$ cat src/rtl/redraw_scheduler_pkg.sv
// Shared constants and types for the redraw scheduler slice: move codes,
// FSM state encoding and counter widths.
package redraw_scheduler_pkg;

  localparam int unsigned CODE_W    = 4;
  localparam int unsigned NUM_MOVES = 12;
  localparam int unsigned LVL_W     = 3;
  localparam int unsigned CNT_W     = 15;
  localparam int unsigned COUNT_W   = 16;

  // face*2 + dir, dir 0 = clockwise, 1 = counter-clockwise
  localparam logic [CODE_W-1:0] MV_U_CW  = 4'd0;
  localparam logic [CODE_W-1:0] MV_U_CCW = 4'd1;
  localparam logic [CODE_W-1:0] MV_D_CW  = 4'd2;
  localparam logic [CODE_W-1:0] MV_D_CCW = 4'd3;
  localparam logic [CODE_W-1:0] MV_L_CW  = 4'd4;
  localparam logic [CODE_W-1:0] MV_L_CCW = 4'd5;
  localparam logic [CODE_W-1:0] MV_R_CW  = 4'd6;
  localparam logic [CODE_W-1:0] MV_R_CCW = 4'd7;
  localparam logic [CODE_W-1:0] MV_F_CW  = 4'd8;
  localparam logic [CODE_W-1:0] MV_F_CCW = 4'd9;
  localparam logic [CODE_W-1:0] MV_B_CW  = 4'd10;
  localparam logic [CODE_W-1:0] MV_B_CCW = 4'd11;

  typedef enum logic [2:0] {
    ST_IDLE,
    ST_APPLY,
    ST_SETTLE,
    ST_KICK,
    ST_WAIT_START,
    ST_WAIT_DONE
  } sched_state_e;

  function automatic logic is_legal(input logic [CODE_W-1:0] code);
    return code < CODE_W'(NUM_MOVES);
  endfunction

endpackage

$ cat src/rtl/redraw_scheduler_if.sv
// Handshake bundle between keyboard decode / drawer (master side) and the
// redraw scheduler (slave side).
interface redraw_scheduler_if;
  import redraw_scheduler_pkg::*;

  logic               move_valid;
  logic [CODE_W-1:0]  move_code;
  logic               move_ready;
  logic               refresh;
  logic               drawer_busy;
  logic               apply_valid;
  logic [CODE_W-1:0]  apply_code;
  logic               redraw;
  logic               sched_busy;
  logic [LVL_W-1:0]   fifo_level;
  logic [COUNT_W-1:0] move_count;
  logic               timeout_err;

  modport master (
    output move_valid, move_code, refresh, drawer_busy,
    input  move_ready, apply_valid, apply_code, redraw, sched_busy,
           fifo_level, move_count, timeout_err
  );

  modport slave (
    input  move_valid, move_code, refresh, drawer_busy,
    output move_ready, apply_valid, apply_code, redraw, sched_busy,
           fifo_level, move_count, timeout_err
  );
endinterface

$ cat src/rtl/redraw_scheduler_move_fifo.sv
// Small synchronous FIFO holding queued move codes; head is the oldest entry.
module move_fifo #(
  parameter int unsigned WIDTH = 4,
  parameter int unsigned DEPTH = 4,
  parameter int unsigned LVL_W = 3
) (
  input  logic             clk,
  input  logic             reset,
  input  logic             push,
  input  logic [WIDTH-1:0] din,
  input  logic             pop,
  output logic [WIDTH-1:0] head,
  output logic [LVL_W-1:0] level,
  output logic             full,
  output logic             empty
);
  localparam int unsigned PTR_W = $clog2(DEPTH);

  logic [WIDTH-1:0] mem [DEPTH];
  logic [PTR_W-1:0] wr_ptr;
  logic [PTR_W-1:0] rd_ptr;
  logic             do_push;
  logic             do_pop;

  assign full    = (level == LVL_W'(DEPTH));
  assign empty   = (level == '0);
  assign do_push = push & ~full;
  assign do_pop  = pop & ~empty;
  assign head    = mem[rd_ptr];

  // Storage write; contents need no reset since level gates every read.
  always_ff @(posedge clk) begin
    if (do_push) mem[wr_ptr] <= din;
  end

  // Pointer and occupancy tracking.
  always_ff @(posedge clk) begin
    if (reset) begin
      wr_ptr <= '0;
      rd_ptr <= '0;
      level  <= '0;
    end else begin
      if (do_push) wr_ptr <= wr_ptr + PTR_W'(1);
      if (do_pop)  rd_ptr <= rd_ptr + PTR_W'(1);
      level <= level + LVL_W'(do_push) - LVL_W'(do_pop);
    end
  end
endmodule

$ cat src/rtl/redraw_scheduler.sv
// Redraw scheduler: queues legal move codes, applies one at a time to the
// cube logic, then kicks a full redraw and waits for the drawer to finish so
// the cube state never changes mid-draw. Stand-alone refreshes coalesce.
module redraw_scheduler
  import redraw_scheduler_pkg::*;
#(
  parameter int unsigned FIFO_DEPTH    = 4,
  parameter int unsigned SETTLE_CYC    = 2,
  parameter int unsigned START_TIMEOUT = 16,
  parameter int unsigned DRAW_TIMEOUT  = 32767
) (
  input  logic               clk,
  input  logic               reset,
  redraw_scheduler_if.slave  bus
);
  localparam logic [CNT_W-1:0] SETTLE_LAST = CNT_W'(SETTLE_CYC - 1);
  localparam logic [CNT_W-1:0] START_LAST  = CNT_W'(START_TIMEOUT - 1);
  localparam logic [CNT_W-1:0] DRAW_LAST   = CNT_W'(DRAW_TIMEOUT - 1);

  sched_state_e       state, state_d;
  logic [CNT_W-1:0]   cnt, cnt_d;
  logic               apply_valid_d, redraw_d, timeout_d, pop, push;
  logic [CODE_W-1:0]  head;
  logic [LVL_W-1:0]   level;
  logic               full, empty;
  logic               refresh_pend;
  logic               apply_valid_q, redraw_q, sched_busy_q, timeout_err_q;
  logic [CODE_W-1:0]  apply_code_q;
  logic [COUNT_W-1:0] move_count_q;

  // A full queue refuses pushes even when the FSM pops in the same cycle.
  assign push = bus.move_valid & ~full & is_legal(bus.move_code);

  move_fifo #(
    .WIDTH (CODE_W),
    .DEPTH (FIFO_DEPTH),
    .LVL_W (LVL_W)
  ) u_move_fifo (
    .clk   (clk),
    .reset (reset),
    .push  (push),
    .din   (bus.move_code),
    .pop   (pop),
    .head  (head),
    .level (level),
    .full  (full),
    .empty (empty)
  );

  // Next-state, per-state timer and pulse requests; pulses are registered
  // on the edge that leaves APPLY / KICK.
  always_comb begin
    state_d       = state;
    cnt_d         = (cnt == '1) ? cnt : cnt + CNT_W'(1);
    apply_valid_d = 1'b0;
    redraw_d      = 1'b0;
    timeout_d     = 1'b0;
    pop           = 1'b0;
    unique case (state)
      ST_IDLE: begin
        if (!empty)                            state_d = ST_APPLY;
        else if (refresh_pend && !bus.drawer_busy) state_d = ST_KICK;
      end
      ST_APPLY: begin
        apply_valid_d = 1'b1;
        pop           = 1'b1;
        state_d       = ST_SETTLE;
      end
      ST_SETTLE: begin
        if (cnt >= SETTLE_LAST && !bus.drawer_busy) state_d = ST_KICK;
      end
      ST_KICK: begin
        redraw_d = 1'b1;
        state_d  = ST_WAIT_START;
      end
      ST_WAIT_START: begin
        if (bus.drawer_busy) state_d = ST_WAIT_DONE;
        else if (cnt >= START_LAST) begin
          timeout_d = 1'b1;
          state_d   = ST_IDLE;
        end
      end
      ST_WAIT_DONE: begin
        if (!bus.drawer_busy) state_d = ST_IDLE;
        else if (cnt >= DRAW_LAST) begin
          timeout_d = 1'b1;
          state_d   = ST_IDLE;
        end
      end
      default: state_d = ST_IDLE;
    endcase
    if (state_d != state) cnt_d = '0;
  end

  // State, timer, refresh coalescing and registered outputs.
  always_ff @(posedge clk) begin
    if (reset) begin
      state         <= ST_IDLE;
      cnt           <= '0;
      refresh_pend  <= 1'b0;
      apply_valid_q <= 1'b0;
      apply_code_q  <= '0;
      redraw_q      <= 1'b0;
      sched_busy_q  <= 1'b0;
      move_count_q  <= '0;
      timeout_err_q <= 1'b0;
    end else begin
      state         <= state_d;
      cnt           <= cnt_d;
      refresh_pend  <= bus.refresh | (refresh_pend & ~redraw_d);
      apply_valid_q <= apply_valid_d;
      if (apply_valid_d) apply_code_q <= head;
      redraw_q      <= redraw_d;
      sched_busy_q  <= (state_d != ST_IDLE);
      if (pop) move_count_q <= move_count_q + COUNT_W'(1);
      timeout_err_q <= timeout_err_q | timeout_d;
    end
  end

  assign bus.move_ready  = ~full;
  assign bus.fifo_level  = level;
  assign bus.apply_valid = apply_valid_q;
  assign bus.apply_code  = apply_code_q;
  assign bus.redraw      = redraw_q;
  assign bus.sched_busy  = sched_busy_q;
  assign bus.move_count  = move_count_q;
  assign bus.timeout_err = timeout_err_q;
endmodule

$ cat src/flat_wrapper.sv
// flat-port wrapper written by rule: the top's interface ports become plain ports
module redraw_scheduler_flat import redraw_scheduler_pkg::*;
#(
  parameter int unsigned FIFO_DEPTH    = 4,
  parameter int unsigned SETTLE_CYC    = 2,
  parameter int unsigned START_TIMEOUT = 16,
  parameter int unsigned DRAW_TIMEOUT  = 32767
)
  (clk, reset, bus_move_valid, bus_move_code, bus_refresh, bus_drawer_busy, bus_move_ready, bus_apply_valid, bus_apply_code, bus_redraw, bus_sched_busy, bus_fifo_level, bus_move_count, bus_timeout_err);
  redraw_scheduler_if bus_i ();
  input  logic clk;
  input  logic reset;
  input wire logic [$bits(bus_i.move_valid)-1:0] bus_move_valid;
  input wire logic [$bits(bus_i.move_code)-1:0] bus_move_code;
  input wire logic [$bits(bus_i.refresh)-1:0] bus_refresh;
  input wire logic [$bits(bus_i.drawer_busy)-1:0] bus_drawer_busy;
  output wire logic [$bits(bus_i.move_ready)-1:0] bus_move_ready;
  output wire logic [$bits(bus_i.apply_valid)-1:0] bus_apply_valid;
  output wire logic [$bits(bus_i.apply_code)-1:0] bus_apply_code;
  output wire logic [$bits(bus_i.redraw)-1:0] bus_redraw;
  output wire logic [$bits(bus_i.sched_busy)-1:0] bus_sched_busy;
  output wire logic [$bits(bus_i.fifo_level)-1:0] bus_fifo_level;
  output wire logic [$bits(bus_i.move_count)-1:0] bus_move_count;
  output wire logic [$bits(bus_i.timeout_err)-1:0] bus_timeout_err;
  assign bus_i.move_valid = bus_move_valid;
  assign bus_i.move_code = bus_move_code;
  assign bus_i.refresh = bus_refresh;
  assign bus_i.drawer_busy = bus_drawer_busy;
  assign bus_move_ready = bus_i.move_ready;
  assign bus_apply_valid = bus_i.apply_valid;
  assign bus_apply_code = bus_i.apply_code;
  assign bus_redraw = bus_i.redraw;
  assign bus_sched_busy = bus_i.sched_busy;
  assign bus_fifo_level = bus_i.fifo_level;
  assign bus_move_count = bus_i.move_count;
  assign bus_timeout_err = bus_i.timeout_err;
  redraw_scheduler #(.FIFO_DEPTH(FIFO_DEPTH), .SETTLE_CYC(SETTLE_CYC), .START_TIMEOUT(START_TIMEOUT), .DRAW_TIMEOUT(DRAW_TIMEOUT)) u_core (.clk(clk), .reset(reset), .bus(bus_i));
endmodule
$ cat config.mk
export PLATFORM = sky130hd
export DESIGN_NAME = redraw_scheduler_flat
export DESIGN_NICKNAME = d
export VERILOG_FILES = /design/src/rtl/redraw_scheduler_pkg.sv /design/src/rtl/redraw_scheduler_if.sv /design/src/rtl/redraw_scheduler_move_fifo.sv /design/src/rtl/redraw_scheduler.sv /design/src/flat_wrapper.sv
export SDC_FILE = /design/constraint.sdc
export NUM_CORES = 1
export LEC_CHECK = 0
export ABC_AREA = 1
export BUFFER_PORTS_ARGS = -buffer_cell sky130_fd_sc_hd__buf_2
export CAP_MARGIN = 20
export CORE_MARGIN = 5
export CORE_UTILIZATION = 40
export DETAILED_ROUTE_END_ITERATION = 16
export HOLD_SLACK_MARGIN = 0.15
export SLEW_MARGIN = 0
export SYNTH_ARGS = -nofsm -noshare
export SYNTH_HDL_FRONTEND = slang
export SYNTH_SLANG_ARGS = --single-unit
export TNS_END_PERCENT = 50
$ cat constraint.sdc
create_clock -name clk -period 2.2 [get_ports clk]
set_input_delay 0.44 -clock clk [delete_from_list [all_inputs] [get_ports clk]]
set_output_delay 0.44 -clock clk [all_outputs]
set_load 0.01 [all_outputs]
After elaboration in Yosys (flattened, before gate mapping)

Memory sizes are Yosys's and may differ from the RTL's. A register that Yosys moved wholly into a read port is not among the register bits.
Index checks and enable logic that the tools add are counted.

Register bits: 46
Bits in writable memories: 16
Input bits: 9
Output and inout port bits: 28
Logic and storage cells: 64
Memories kept: 1

Memory list:

| memory                 | depth | bits a word | read ports | clocked after Yosys merged registers in | wr ports | line                             | RTL |
|---|---|---|---|---|---|---|---|
| u_core.u_move_fifo.mem | 4     | 4           | 1          | 1                                       | 1        | redraw_scheduler_move_fifo.sv:19 | `logic [WIDTH-1:0] mem [DEPTH];` |

Add/sub/neg operators: 6
Magnitude comparators: 4
Equal/unequal tests: 8
Multiplexer cells: 17
Bitwise logic cells: 10
Reduce and logical (&&, ||, !) cells: 7

Operators with widths:

| operator                                                               | count |
|---|---|
| 3-bit two-way mux                                                      | 7 |
| 3-bit one-hot mux with 6 select lines                                  | 1 |
| 16-bit by 1-bit adder with 16-bit output, second input constant        | 1 |
| 15-bit by 1-bit adder with 15-bit output, second input constant        | 1 |
| 15-bit == test, second input constant                                  | 1 |
| 15-bit by 1-bit >= comparator with 1-bit output, second input constant | 1 |
| 15-bit >= comparator, second input constant                            | 1 |
| 15-bit by 4-bit >= comparator with 1-bit output, second input constant | 1 |
| 3-bit == test, second input constant                                   | 3 |
| 1-bit two-way mux                                                      | 8 |
| 3-bit by 2-bit == test with 1-bit output, second input constant        | 2 |
| 3-bit zero test                                                        | 2 |
| 1-bit AND                                                              | 5 |
| 2-bit by 1-bit adder with 2-bit output, second input constant          | 2 |
| 4-bit less-than comparator, second input constant                      | 1 |
| 3-bit by 1-bit adder with 3-bit output                                 | 1 |
| 3-bit by 1-bit == test with 1-bit output, second input constant        | 1 |
| 3-bit != test                                                          | 1 |
| 1-bit NOT                                                              | 3 |
| 3-bit nonzero test                                                     | 1 |
| 3-bit by 1-bit subtractor with 3-bit output                            | 1 |
| 1-bit logical AND                                                      | 2 |
| 1-bit OR                                                               | 2 |
| 1-bit one-hot mux with 2 select lines                                  | 1 |
| 2 further kinds                                                        | 2 |

Depth between registers and ports, before layout

Depth after elaboration: 7
Depth in mapped cells: 13
Gate-level depth less buffers: 12

Hierarchy

From an unflattened synthesis, not the netlist that was laid out.

Cells, all modules: 423
Area, all modules: 3417.0 um2

Modules (own cells, without submodules):

| module           | times used | cells each | area an instance (um2) | sequential area each (um2) |
|---|---|---|---|---|
| redraw_scheduler | 1          | 315        | 2322.2                 | 860.8 |
| move_fifo        | 1          | 108        | 1094.8                 | 660.6 |

Least setup slack after synthesis

Ideal clock, no wire load.

Path type: register to register
Start: register u_core.u_move_fifo.level[1]
End: register u_core.u_move_fifo.level[2]
Library setup time: 70 ps
Arrival: 1995 ps
Required time: 2130 ps
Slack: 136 ps
Stages on the path, launching flop included: 13
Path buffers: 0
Clock period less this slack: 2064 ps
Path through: dfxtp_1 > nor2_1 > nand2_1 > and2_1 > inv_1 > ha_1 > inv_1 > ha_1 > inv_1 > fa_1 > inv_1 > o21ai_0 > a21oi_1

Longest elaborated chain between the ends: 7
Elaborated cells between the ends (all ways): 10
Classes of those cells: add/sub (2); eq/ne (1); bitwise (6); reduce/logical (1)

RTL lines:

| element                                       | line                             | RTL |
|---|---|---|
| start, declared                               | redraw_scheduler_move_fifo.sv:13 | `output logic [LVL_W-1:0] level,` |
| start signal, assigned                        | redraw_scheduler_move_fifo.sv:45 | `level <= level + LVL_W'(do_push) - LVL_W'(do_pop);` |
| 3-bit == test *                               | redraw_scheduler_move_fifo.sv:25 | `assign full = (level == LVL_W'(DEPTH));` |
| 1-bit NOT *                                   | --                               |  |
| via bus_move_ready                            | flat_wrapper.sv:17               | `output wire logic [$bits(bus_i.move_ready)-1:0] bus_move_ready;` |
| 1-bit AND (2 in a row)                        | redraw_scheduler.sv:32           | `assign push = bus.move_valid & ~full & is_legal(bus.move_code);` |
| 1-bit AND *                                   | redraw_scheduler_move_fifo.sv:27 | `assign do_push = push & ~full;` |
| 3-bit by 1-bit adder with 3-bit output *      | redraw_scheduler_move_fifo.sv:45 |  |
| 3-bit by 1-bit subtractor with 3-bit output * | redraw_scheduler_move_fifo.sv:45 |  |

The timed path passes the listed nets; every way through them passes the cells marked *.
A chain may end at the register's enable or synchronous reset.

Worst setup path after layout

Start: register u_core.u_move_fifo.level[2]
End: register u_core.u_move_fifo.level[2]

Elaborated cells between the ends (all ways): 10
Classes of those cells: add/sub (2); eq/ne (1); bitwise (6); reduce/logical (1)

RTL lines:

| element                                     | line                             | RTL |
|---|---|---|
| 3-bit zero test                             | redraw_scheduler_move_fifo.sv:26 | `assign empty = (level == '0);` |
| 1-bit NOT                                   | redraw_scheduler_move_fifo.sv:28 | `assign do_pop = pop & ~empty;` |
| 1-bit AND                                   | redraw_scheduler_move_fifo.sv:28 |  |
| via u_core.u_move_fifo.do_pop               | redraw_scheduler_move_fifo.sv:23 | `logic do_pop;` |
| 3-bit by 1-bit subtractor with 3-bit output | redraw_scheduler_move_fifo.sv:45 |  |

The timed path passes the listed nets, and every way through them passes these cells.

==> results.ini <==
[timing]
finalSetupViolCount=0
period_needed_ps=2008
slew-limit-headroom_pct=70.04
finalCritPeriodShare_pct=91.26
rsz0062_at_grt=false
tns_ps=0
final_hold_viol_count=0
tightest_slew_ps=447.7
finClkSkew_ps=17.34
whs_ps=313.2
fmax_mhz=498.1
slew_viol_final=0

[clock_network]
worstSkewPairLatency_ps=350
hold_buffers=0
cts_tree=built
cts_resized=0
cts_setup_buffers=0
numCtsBuffers=9
cts_max_level=3
clockBufferDepth=2
clkSinkCount=66
clk_pin_slew_ps=80
cts-root-buf=clkbuf_8

[critical_path]
path_depth=10
worst_ep_required_time_ps=2490
r2r-start=u_core.u_move_fifo.level[2]
reg2reg_to=u_core.u_move_fifo.level[2]
crit_path_end_kind=register
worstSetupStartpoint=u_core.u_move_fifo.level[2]
crit_path_max_incr_delay_ps=360
path_class=register to register
cpLargestDelayFamily=adder cells
critPathMaxFanout=4
r2r_setup_slack_ps=190
cp_common_cell=inv_1
crit_buf_inv=3
cp_cell_sequence=nor3_2 -> nor2_1 -> ha_1 -> inv_1 -> ha_1 -> inv_1 -> fa_1 -> inv_1 -> o21ai_0 -> a21oi_1
critPathLaunchType=register
crit_slowest_cell=dfxtp_1
cp-endpoint=u_core.u_move_fifo.level[2]
r2r.worst_path.cells=10
crit_arrival_ps=2290

[route]
post_drt_wl_per_cell_um=12.21
via_per_inst=4.737
drt-total-wl_um=6725
drtIter0Drc=104
firstDrtPassIters=4
vias=2610
drc_errors=0
drt.antenna.violating_nets=0

[synth]
syn_nets=419
avgSynthCellArea_um2=8.203
ys_seq_area_share_pct=45.26
ys_ff_latch=66
netlist_area_um2=3273
yosys_warnings=0
synthDistinctLibCells=39
synth_ff_type=dfxtp_1
syn_inst=399
synth_async_sr_flop_share_pct=0
synth_edf_count=16

[global_routing]
antenna_found_initial=0
grt_pass1_wl_um=11160
grt_usage_pct=14.08
overflow=0
grt_max_degree=20
grt_pass1_vias=2492

[power]
cellPowerDensity_nw_per_um2=986.7
ir_drop_mv=0.5673
p_leak_nw=1.613

[floorplan]
dieHeight_um=100.5
core_area_um2=8093
start_util_pct=40.45
io_pins=37
dieArea_um2=10090
row_count=33
dieWidth_um=100.5

[layout]
antenna_cells=0
drive_above_1_share_pct=21.97
final_cell_mix=63 x nor2_1, 53 x nand2_1, 49 x dfxtp_1
mostFrequentLayoutCell=nor2_1
syn2layout_area_growth_pct=15.18
layout.nets=461

[placement]
hpwl_um=4852
portBuffers=36
gp_congestion=0.8231

[min_path]
hold_path_class=input pin to register

[flow_run]
max_cap_viol_count=0

[run_status]
status=completed

## synth_stat cells, types with 3 or more instances
| cell type | count | share of area, % |
|---|---|---|
| nor2_1 | 63 | 7.2 |
| nand2_1 | 53 | 6.1 |
| dfxtp_1 | 50 | 31 |
| inv_1 | 44 | 5.0 |
| o21ai_0 | 25 | 3.8 |
| a21oi_1 | 18 | 2.8 |
| edfxtp_1 | 16 | 15 |
| nand3_1 | 16 | 2.4 |
| nor3_2 | 13 | 4.0 |
| nor3_1 | 12 | 1.8 |
| ha_1 | 10 | 3.8 |
| xor2_1 | 10 | 2.7 |
| inv_2 | 8 | 0.92 |
| nor2_2 | 7 | 1.3 |
| nand2_2 | 6 | 1.1 |
| clkbuf_1 | 5 | 0.57 |
| nand4_1 | 5 | 0.96 |
| xnor2_1 | 5 | 1.3 |
| o21bai_1 | 4 | 0.92 |
| o22ai_1 | 4 | 0.76 |
| buf_4 | 3 | 0.69 |
## logic make-up after synthesis
logic type	synth area share, %
compound gates	10.55
xor+xnor	4.014
fa+ha+maj	4.434
buf+inv	7.989
flops	45.26
simple gates	27.75
## state kept, by name (all words and copies together) (netlist names)
| name | count |
|---|---|
| u_core.state | 3 |
| u_core.cnt | 15 |
| u_core.u_move_fifo.wr_ptr | 2 |
| u_core.u_move_fifo.mem | 16 |
| u_core.bus.apply_valid | 1 |
| u_core.bus.move_count | 16 |
| u_core.u_move_fifo.level | 3 |
| u_core.bus.apply_code | 4 |
| u_core.refresh_pend | 1 |
| u_core.bus.timeout_err | 1 |
| u_core.bus.sched_busy | 1 |
| u_core.u_move_fifo.rd_ptr | 2 |
| u_core.bus.redraw | 1 |
## routing by layer
layer  vias to the layer above  GRT usage [%]  part of all wire [%]
met1                      1189          16.73                    46
li1                       1382              -                     -
met4                         0          5.078                   1.1
met2                        35          23.70                    49
met5                         -              0                     0
met3                         4          4.706                   3.4
## power by group
group	switching (mW)	internal, mW
Combinational	0.717	0.391
Sequential	0.135	1.38
Clock	0.495	0.597
## layout make-up
type	count	area, µm²
Inverter	52	195.2
Sequential cell	66	1483
Clock buffer	11	152.6
Multi-Input combinational cell	271	1530
Timing Repair Buffer	41	217.7
Clock inverter	5	60.06
Fill cell	824	4323
Tap cell	105	131.4
## worst min path at each step
stage / slack, ps / endpoint / cells after the start / start
after floorplan: 460 / u_core.refresh_pend / 2 / u_core.refresh_pend
after global placement: 460 / u_core.bus.move_count[4] / 2 / u_core.bus.move_count[4]
after detailed placement: 470 / u_core.bus.move_count[4] / 2 / u_core.bus.move_count[4]
after CTS: 290 / u_core.u_move_fifo.mem[1][0] / 1 / bus_move_code[0]
after global routing: 290 / u_core.u_move_fifo.mem[3][0] / 1 / bus_move_code[0]
final: 310 / u_core.u_move_fifo.mem[3][0] / 1 / bus_move_code[0]
## worst reg2reg max path: cells and delay by family, from the launching register on
kind | cells | cell delay (ps)
DFF | 1 | 360
and+or+nand+nor | 2 | 430
buffers and inverters | 3 | 180
adders and majority gates | 3 | 770
AOI/OAI and AO/OA | 2 | 200
## through the flow
step	cells	utilization [%]	total power, mW	setup WS (ps)	area, µm²
6_report	551	46.58	3.720	192.4	3770
2_1_floorplan	399	-	2.454	135.5	3273
5_1_grt	551	46.58	3.974	88.59	3770
3_5_place_dp	535	43.94	2.659	30.98	3556
3_3_place_gp	535	43.94	2.650	99.48	3556
4_1_cts	551	46.57	3.771	149.1	3769
(Power assumes the default switching activity.)
